[config.mk]
export PLATFORM = sky130hd
export DESIGN_NAME = i2s_audio_tx
export DESIGN_NICKNAME = d
export VERILOG_FILES = /design/src/rtl/i2s_audio_tx.sv
export SDC_FILE = /design/constraint.sdc
export NUM_CORES = 1
export LEC_CHECK = 0
export CAP_MARGIN = 20
export CORE_ASPECT_RATIO = 1.25
export CORE_MARGIN = 10
export CORE_UTILIZATION = 59
export CTS_BUF_LIST = sky130_fd_sc_hd__clkbuf_8
export CTS_CLUSTER_SIZE = 24
export DETAILED_ROUTE_END_ITERATION = 10
export GPL_TIMING_DRIVEN = 0
export PLACE_DENSITY_LB_ADDON = 0.2
export SYNTH_ARGS = -nofsm -noshare
export SYNTH_HDL_FRONTEND = slang
export SYNTH_SLANG_ARGS = --single-unit
export TNS_END_PERCENT = 20
[constraint.sdc]
create_clock -name CLK_50MHZ -period 4.4 [get_ports CLK_50MHZ]
set_input_delay 0.88 -clock CLK_50MHZ [delete_from_list [all_inputs] [get_ports CLK_50MHZ]]
set_output_delay 0.88 -clock CLK_50MHZ [all_outputs]
set_load 0.03 [all_outputs]
[src/rtl/i2s_audio_tx.sv]
// I2S transmitter: MCLK/SCLK/LRCLK generation, one-entry sample buffer, 64-SCLK frames.
// Define I2S_UNDERRUN_MUTE_EN to send silence on underrun instead of repeating the last frame.
module i2s_audio_tx #(
    parameter int SAMPLE_W  = 16,
    parameter int MCLK_HALF = 2
) (
    input  logic                CLK_50MHZ,
    input  logic                n_RESET,
    input  logic                EN,
    input  logic [SAMPLE_W-1:0] SAMPLE_L,
    input  logic [SAMPLE_W-1:0] SAMPLE_R,
    input  logic                SAMPLE_VALID,
    output logic                SAMPLE_READY,
    output logic                I2S_MCLK,
    output logic                I2S_SCLK,
    output logic                I2S_LRCLK,
    output logic                I2S_SDIN,
    output logic                UNDERRUN
);

    localparam int DW = (MCLK_HALF > 1) ? $clog2(MCLK_HALF) : 1;
    localparam logic [DW-1:0] DIV_LAST = DW'(MCLK_HALF - 1);

    typedef enum logic {S_IDLE, S_RUN} state_t;

    state_t              r_state;
    logic [DW-1:0]       r_mdiv;
    logic [1:0]          r_mph;
    logic [5:0]          r_bit;
    logic                r_mclk, r_sclk, r_lrclk, r_sdin, r_underrun;
    logic                r_buf_full;
    logic [SAMPLE_W-1:0] r_buf_l, r_buf_r, r_sr_l, r_sr_r;

    logic                w_tick, w_sclk_fall, w_accept, w_fs, w_sdin_nxt;
    logic [5:0]          w_bit_nxt;
    logic [4:0]          w_b, w_idx;
    logic [SAMPLE_W-1:0] w_chan, w_load_l, w_load_r;
    logic [31:0]         w_pad;

    assign w_tick      = (r_mdiv == DIV_LAST);
    assign w_sclk_fall = w_tick && (r_mph == 2'd3) && r_sclk;
    assign w_accept    = SAMPLE_VALID && !r_buf_full;
    assign w_fs        = EN && ((r_state == S_IDLE) ||
                                (w_sclk_fall && (r_bit == 6'd63)));
    assign w_bit_nxt   = r_bit + 6'd1;

    // Data bit for the slot the counter is about to enter; slot 0 is the I2S delay bit.
    assign w_b        = w_bit_nxt[4:0];
    assign w_chan     = w_bit_nxt[5] ? r_sr_r : r_sr_l;
    assign w_pad      = 32'(w_chan);
    assign w_idx      = 5'(SAMPLE_W) - w_b;
    assign w_sdin_nxt = (w_b != 5'd0) && ({1'b0, w_b} <= 6'(SAMPLE_W)) && w_pad[w_idx];

    always_comb begin
        w_load_l = r_buf_l;
        w_load_r = r_buf_r;
        if (!r_buf_full) begin
`ifdef I2S_UNDERRUN_MUTE_EN
            w_load_l = '0;
            w_load_r = '0;
`else
            w_load_l = r_sr_l;
            w_load_r = r_sr_r;
`endif
        end
    end

    always_ff @(posedge CLK_50MHZ or negedge n_RESET) begin
        if (!n_RESET) begin
            r_state    <= S_IDLE;
            r_mdiv     <= '0;
            r_mph      <= '0;
            r_bit      <= '0;
            r_mclk     <= 1'b0;
            r_sclk     <= 1'b0;
            r_lrclk    <= 1'b0;
            r_sdin     <= 1'b0;
            r_underrun <= 1'b0;
            r_buf_full <= 1'b0;
            r_buf_l    <= '0;
            r_buf_r    <= '0;
            r_sr_l     <= '0;
            r_sr_r     <= '0;
        end else begin
            r_underrun <= w_fs && !r_buf_full;
            // A load empties the buffer, but an accept on the same cycle refills it.
            if (w_fs) begin
                r_sr_l     <= w_load_l;
                r_sr_r     <= w_load_r;
                r_buf_full <= w_accept;
            end else if (w_accept) begin
                r_buf_full <= 1'b1;
            end
            if (w_accept) begin
                r_buf_l <= SAMPLE_L;
                r_buf_r <= SAMPLE_R;
            end

            case (r_state)
                S_IDLE: begin
                    if (EN) r_state <= S_RUN;
                end
                S_RUN: begin
                    if (!EN) begin
                        r_state <= S_IDLE;
                        r_mdiv  <= '0;
                        r_mph   <= '0;
                        r_bit   <= '0;
                        r_mclk  <= 1'b0;
                        r_sclk  <= 1'b0;
                        r_lrclk <= 1'b0;
                        r_sdin  <= 1'b0;
                    end else if (w_tick) begin
                        r_mdiv <= '0;
                        r_mclk <= ~r_mclk;
                        r_mph  <= r_mph + 2'd1;
                        if (r_mph == 2'd3) begin
                            r_sclk <= ~r_sclk;
                            if (r_sclk) begin
                                r_bit   <= w_bit_nxt;
                                r_lrclk <= w_bit_nxt[5];
                                r_sdin  <= w_sdin_nxt;
                            end
                        end
                    end else begin
                        r_mdiv <= r_mdiv + DW'(1);
                    end
                end
                default: r_state <= S_IDLE;
            endcase
        end
    end

    assign SAMPLE_READY = !r_buf_full;
    assign I2S_MCLK     = r_mclk;
    assign I2S_SCLK     = r_sclk;
    assign I2S_LRCLK    = r_lrclk;
    assign I2S_SDIN     = r_sdin;
    assign UNDERRUN     = r_underrun;

endmodule

After elaboration in Yosys (flattened, before gate mapping). Cells that the tools add are included.

Register bits: 80. Input bits: 36. Output and inout port bits: 6. Logic and storage cells: 71.

Add/subtract/negate cells: 4. $lt $le $gt $ge: 2. Equal/unequal tests: 5. Multiplexer cells: 27. Bitwise operators: 3. Reduce and logical (&&, ||, !) cells: 16.

Operators by type and width (count): $mux 6 (4); $mux 1 (19); $mux 16 (1); $logic_and 1x1->1 (8); $add 6x1->6 const B (1); $eq 6x6->1 const B (1); $lt 5x6->1 const B (1); $ne 2x1->1 const B (3); $bmux 1 s5 (1); $le 5x5->1 const B (1); $reduce_bool 5->1 (1); $sub 5x5->5 const A (1); $mux 2 (2); $reduce_and 2->1 (2); $reduce_and 4->1 (1); $not 1->1 (3); $reduce_and 3->1 (1); $add 2x1->2 const B (1); $eq 2x2->1 const B (1); $reduce_bool 2->1 (1); $add 1x1->1 const B (1); $logic_not 1->1 (1); $logic_or 1x1->1 (1).

Longest topological paths before layout. Gate-level depths: netlist (run 1).

Depth in word-level cells: 9. Mapped depth: 8. Mapped depth without buffers: 7.

Least setup slack after synthesis (run 1). OpenSTA, ideal clock, no wires.

Path kind: input-to-reg. Start: input EN. End: register r_bit[5]. Library setup time: 0.121 ns. Data arrival time: 1.985 ns. Data required time: 4.279 ns. Setup slack: 2.294 ns. Stages: 6. Cells stage by stage: buf_2 > inv_1 > o21ai_0 > clkbuf_1 > o21ai_0 > a22o_1.

Word-level cells in the longest chain between the ends: 2.

RTL lines: start, declared (RTL line 9) `input logic EN,`; $ne 2x1->1 (no source line); $reduce_and 4->1 (no source line); end signal, assigned (RTL line 120) `r_bit <= w_bit_nxt;`; end, declared (RTL line 29) `logic [5:0] r_bit;`.

Parallel ways exist; a longest one is shown, timed or not. A chain may end at the register's enable or synchronous reset.

Worst setup path after layout (run 1). Same ends and word-level chain as after synthesis.

==> results of run 1 <==
metrics by stage:
| stage | cell area [µm²] | setup WS (ns) |
|---|---|---|
| 5_1_grt | 4450 | 1.57 |
| 3_5_place_dp | 4250 | 1.42 |
| 3_3_place_gp | 4230 | -0.218 |
| 6_report | 4450 | 1.75 |
| 2_1_floorplan | 3710 | 2.29 |
| 4_1_cts | 4450 | 1.78 |
report_power, final:
group / total, W / internal (W) / switching (W) / leakage, nW
clock: 0.000537 / 0.000276 / 0.000261 / 0.103
sequential: 0.00109 / 0.000947 / 0.000140 / 0.946
combinational: 0.000499 / 0.000296 / 0.000203 / 0.823
total: 0.00212 / 0.00152 / 0.000605 / 1.87
worst min-delay path by stage:
stage                          start         end  slack [ns]  cells after the start
after CTS                    n_RESET    I2S_MCLK        0.46                      1
after floorplan            r_sr_r[9]   r_sr_r[9]        0.47                      1
after global placement    r_sr_r[11]  r_sr_r[11]        0.48                      1
after global routing         n_RESET    I2S_MCLK        0.48                      1
after detailed placement   r_sr_r[3]   r_sr_r[3]        0.49                      1
final                        n_RESET    I2S_MCLK        0.46                      1
cells in the final DEF, fill, tap and decap left out, drive strengths merged, types with 7 or more instances in the layout:
master         instances
mux2i                  9
mux2                  69
dfrtp                 79
a21oi                 10
o21ai                 18
inv                    7
clkdlybuf4s50         40
nand3                  7
nand2                 19
buf                   17
clkbuf                18
layout make-up:
cell class	count	area, µm²	share of cell area, %
sequential	79	1980	44.4
multi-input combinational	195	1600	35.9
clock buffer	10	138	3.09
timing repair buffer	42	435	9.79
inverter	6	22.5	0.506
buffer	23	114	2.56
tap	85	106	2.39
clock inverter	5	57.6	1.29
cells by family (layout without fill, tap and decap cells):
kind of cell / count (synthesis) / count (layout)
buf+inv: 29 / 86
fa+ha+maj: 2 / 2
compound gates: 51 / 51
simple gates: 60 / 60
flops: 79 / 79
xor+xnor: 3 / 3
mux: 79 / 79
synthesized netlist by cell type (all sizes together), types with 4 or more instances:
master | number | area, µm²
a21oi | 10 | 50.1
buf | 15 | 83.8
clkbuf | 8 | 30.0
dfrtp | 79 | 1980
inv | 6 | 22.5
mux2 | 69 | 777
mux2i | 9 | 90.1
nand2 | 19 | 73.8
nand3 | 7 | 40.0
nor2 | 6 | 25.0
nor2b | 4 | 25.0
nor3 | 5 | 25.0
o21ai | 18 | 90.1
worst register-to-register path, cell delays in order, from the launching register on:
cell,delay [ns]
dfrtp_1,0.50
ha_1,0.34
nand2_1,0.10
o21ai_0,0.33
nand3_1,0.34
buf_2,0.33
mux2_2,0.30
state kept, by name, summed over array words and instances (netlist names), 2 cells and up:
| signal | cells |
|---|---|
| r_bit | 6 |
| r_mph | 2 |
| r_buf_l | 16 |
| r_sr_r | 16 |
| r_sr_l | 16 |
| r_buf_r | 16 |
metal layers:
| metal | share of wire [%] | vias to the layer above | global-route usage (%) |
|---|---|---|---|
| li1 | - | 1191 | - |
| met1 | 45 | 1238 | 20.8 |
| met2 | 50 | 52 | 27.7 |
| met3 | 3.8 | 7 | 3.92 |
| met4 | 1.1 | 0 | 5.83 |
| met5 | 0 | - | 0 |
==> results_dict.tcl, run 1 <==
set metrics [dict create \
    cts_tree "done" \
    p_per_area_mw_per_mm2 477 \
    cts-buffers-inserted 9 \
    critical_path.n_buffers_inverters 4 \
    power.ir.vdd_worst_uv 328 \
    synth_cell_type_count 52 \
    synth.ff_latch_count 79 \
    height_of_the_die_um 109 \
    number_of_enable_flip_flop_cells_after_synthesis 0 \
    cell_type_group_with_the_largest_total_delay_on_the_critical_path "buffers and inverters" \
    ios 42 \
    synth_async_sr_flop_share_pct 100 \
    worst_hold_check_slack_ns 0.455 \
    cp_common_cell "o21ai_0" \
    final-max-slew-violation-count 0 \
    synth_cells 303 \
    worst_pin_slew_ns 0.588 \
    floorplan.die.width_um 90.9 \
    combinational_family_with_the_most_area_after_synthesis "multiplexers" \
    first_global_vias 2589 \
    layout.core_utilization_pct 72.6 \
    yosys_warnings 0 \
    critical_path.startpoint "EN" \
    remaining_drc_errors 0 \
    wire_per_inst_um 17.6 \
    clk_transition_reported_paths_ns 0.09 \
    gpl.final_weighted_congestion 0.884 \
    dpl.cell_count 430 \
    syn_to_final_growth_pct 19.9 \
    die_area_mm2 0.00988 \
    worst_r2r_path_depth 6 \
    slowest_stage "clkdlybuf4s50_1" \
    fin_total_pwr_w 0.00212 \
    worstSetupEndpoint "r_bit[5]" \
    cts.root.buffer_cell "clkbuf_8" \
    num_vias 2488 \
    p_leak_nw 1.87 \
    post_synth_and_or_nand_nor_area_fraction_pct 8.77 \
    timing.setup.tns_ns 0 \
    rsz0062_at_grt "false" \
    design.final.nets 394 \
    grt_pass1_wl_mm 13.1 \
    antenna_cells 0 \
    ant_nets 0 \
    filler_cell_count 432 \
    final_period_minus_worst_setup_slack_ns 2.65 \
    maxClockFrequency_mhz 377 \
    final_hold_viol_count 0 \
    avgSynthCellArea_um2 12.2 \
    finish.cell_count_without_fillers 445 \
    ctsHtreeMaxLevel 3 \
    reg2reg_from "r_bit[1]" \
    detailed_place_hpwl_mm 5.87 \
    dominantRegCellSynth "dfrtp_1" \
    drtIter0Drc 115 \
    route.detailed.vias_per_inst 5.59 \
    port-buffer-count 41 \
    syn-num-nets 341 \
    track_usage_pct 16.6 \
    relSlewSlack_pct 60.8 \
    synth_area_in_adders_pct 0.674 \
    clockBufferDepth 2 \
    drt_wl_total_mm 7.85 \
    status "completed" \
    clock-skew-final_ns 0.0120 \
    critical_path_depth 7 \
    holdCritPathClass "input pin to async pin" \
    synth_compound_gate_area_share_pct 8.93 \
    clkSinkCount 79 \
    post_synth_mux_area_share_pct 24.0 \
    cp.required_ns 4.63 \
    postCtsSetupRepairBufs 0 \
    post_route_cells_drive_above_1_share_pct 30.3 \
    clk_latency_ns 0.35 \
    cells_along_the_critical_path "clkdlybuf4s50_1 > buf_2 > inv_1 > o21ai_0 > clkbuf_1 > o21ai_0 > a22o_1" \
    worst_setup_path_end_kind "register" \
    largest_net_degree_at_the_start_of_global_routing 51 \
    yosys.area_share.xor_xnor_pct 0.708 \
    initial_core_util_pct 60.6 \
    cts_repair_resize_count 0 \
    antenna_found_initial 0 \
    timing.rr.end "r_sr_r[10]" \
    synth.cell_area_mm2 0.00371 \
    firstDrtPassIters 4 \
    setup.worst_path.start_class "input pin" \
    final-setup-viol-count 0 \
    critical_path.max_fanout 10 \
    setup.worst_path.class "input pin to register" \
    overflow 0 \
    timing.max_cap.violations 0 \
    fp.coreArea_mm2 0.00613 \
    critPathMaxStageDelay_ns 0.48 \
    cts_hold_repair.buffers 0 \
    crit_path_arrival_time_ns 2.88 \
    setup.reg_to_reg.worst_slack_ns 2.05 \
    core.rowCount 32 \
    post-route-period-util_pct 60.3 \
    ys_seq_area_share_pct 53.3 \
]
Note: power is estimated with default switching activity, not from simulation.
==> run 2, diff against run 1 <==
--- a/config.mk
+++ b/config.mk
@@ -8,7 +8,7 @@
 export CAP_MARGIN = 20
 export CORE_ASPECT_RATIO = 1.25
 export CORE_MARGIN = 10
-export CORE_UTILIZATION = 59
+export CORE_UTILIZATION = 58
 export CTS_BUF_LIST = sky130_fd_sc_hd__clkbuf_8
 export CTS_CLUSTER_SIZE = 24
 export DETAILED_ROUTE_END_ITERATION = 10
==> constraint.sdc (replaced) <==
create_clock -name CLK_50MHZ -period 2.6 [get_ports CLK_50MHZ]
set_input_delay 0.52 -clock CLK_50MHZ [delete_from_list [all_inputs] [get_ports CLK_50MHZ]]
set_output_delay 0.52 -clock CLK_50MHZ [all_outputs]
set_load 0.03 [all_outputs]
==> run 2 against run 1 <==
Compared with the run above: clock-buffer cell count is the same; sequential power grew 69%; critical path depth shrank 1; sequential share of layout area is essentially flat; clock skew shrank 0.0039 ns; cell count grew 0.22%.
==> results_dict.tcl, run 2 (same netlist as run 1, synthesis figures left out) <==
set metrics [dict create \
    power.ir.vdd_worst_uv 485 \
    worst_setup_path_end_kind "register" \
    p_per_area_mw_per_mm2 810 \
    routed-wl-met3_um 365 \
    clockBufferDepth 2 \
    drt_wl_total_mm 8.30 \
    post_route_cells_drive_above_1_share_pct 30.5 \
    core.rowCount 32 \
    most-common-layout-cells "dfrtp_1 (79), mux2_2 (69), clkdlybuf4s50_1 (40)" \
    cts_repair_resize_count 0 \
    port-buffer-count 41 \
    fp.coreArea_mm2 0.00621 \
    postCtsSetupRepairBufs 0 \
    finalWorstSetupSlack_ns 0.198 \
    antenna_found_initial 0 \
    height_of_the_die_um 109 \
    cts.root.buffer_cell "clkbuf_8" \
    rsz0062_at_grt "false" \
    layout.core_utilization_pct 71.7 \
    largest_net_degree_at_the_start_of_global_routing 53 \
    design.final.nets 394 \
    filler_cell_count 467 \
    drtIter0Drc 102 \
    cts_tree "done" \
    initial_core_util_pct 59.8 \
    detailed_place_hpwl_mm 6.18 \
    grt_pass1_wl_mm 13.8 \
    wire_per_inst_um 18.6 \
    timing.max_cap.violations 0 \
    route.detailed.vias_per_inst 5.76 \
    post-route-period-util_pct 92.4 \
    worst_r2r_path_depth 6 \
    track_usage_pct 17.4 \
    worst_pin_slew_ns 0.670 \
    routed-wl-met2_mm 4.32 \
    most_common_cell_after_layout_fill_and_taps_aside "dfrtp_1" \
    ctsHtreeMaxLevel 3 \
    first_global_vias 2720 \
    final-setup-viol-count 0 \
    relSlewSlack_pct 55.3 \
    crit_path_arrival_time_ns 2.62 \
    ios 42 \
    die_area_mm2 0.0100 \
    final_hold_viol_count 0 \
    route.layer.met1.wl_mm 3.48 \
    cp.required_ns 2.81 \
    setup.worst_path.class "register to register" \
    clk_transition_reported_paths_ns 0.08 \
    place_area_mm2 0.00425 \
    dp_slack_ns -0.0220 \
    timing.setup.tns_ns 0 \
    critical_path.startpoint "r_bit[1]" \
    status "completed" \
    floorplan.die.width_um 91.5 \
    firstDrtPassIters 4 \
    clock-skew-final_ns 0.00811 \
    setup.worst_path.start_class "register" \
    reg2reg_from "r_bit[1]" \
    clk_latency_ns 0.35 \
    antenna_cells 0 \
    final_design_area_no_fill_mm2 0.00445 \
    syn_to_final_growth_pct 20.0 \
    cts-buffers-inserted 9 \
    cts_hold_repair.buffers 0 \
    p_leak_nw 1.88 \
    dr.max_layer_used "met4" \
    overflow 0 \
    final-max-slew-violation-count 0 \
    critical_path.max_fanout 10 \
    remaining_drc_errors 0 \
    gpl.final_weighted_congestion 0.850 \
    num_vias 2570 \
    holdCritPathClass "input pin to async pin" \
    ant_nets 0 \
    clkSinkCount 79 \
    final_period_minus_worst_setup_slack_ns 2.40 \
    maxClockFrequency_mhz 416 \
]
## run 2: cell types whose count changed in the layout (fill, tap and decap cells not counted)
| cell | delta |
|---|---|
| clkbuf_1 | -1 |
| clkbuf_2 | +1 |
| clkinv_4 | -1 |
| clkinvlp_4 | +1 |
| inv_1 | +1 |
## run 2: worst paths after layout
kind | to | slack, ns
setup / recovery | I2S_SDIN | 0.20
hold / removal | I2S_SCLK | 0.09
setup reg to reg | I2S_SDIN | 0.20
hold reg to reg | r_buf_r[7] | 0.51
max in group asynchronous | r_sr_l[5] | 1.94
min in group CLK_50MHZ | r_buf_r[7] | 0.51
## run 2: critical path, cell delays in order, from the launching register on
cell and delay (ns):
dfrtp_1 0.48, ha_1 0.35, clkbuf_1 0.42, mux4_2 0.40, or2_2 0.31, a41oi_2 0.19
a32oi_1 0.12
## run 2: layout make-up
cell class              instances  area [µm²]  area share, %
clock buffers                  10         138           3.09
plain buffers                  23         115           2.59
multi-input cells             195        1600           35.9
well taps                      85         106           2.39
flip-flops and latches         79        1980           44.4
inverters                       6        22.5          0.506
repair buffers                 42         435           9.78
clock inverters                 6        60.1           1.35
## run 2: where the power goes
part	switching (W)	internal, W
Combinational	0.000351	0.000502
Clock	0.000447	0.000467
Sequential	0.000239	0.00160
Total	0.00104	0.00257
## run 2: routing by layer
metal / GRT usage [%] / vias to the layer above
met1: 20.2 / 1290
met5: 0 / -
met4: 5.94 / 0
met2: 31.1 / 70
met3: 3.82 / 15
li1: - / 1195
## run 2: through the flow
stage               total power [W]  std cells  hold WS (ns)
floorplan                   0.00239        303         0.224
global placement            0.00266        429         0.481
detailed placement          0.00272        430         0.471
CTS                         0.00363        446        0.0908
global route                0.00380        446         0.112
finish                      0.00361        446        0.0897
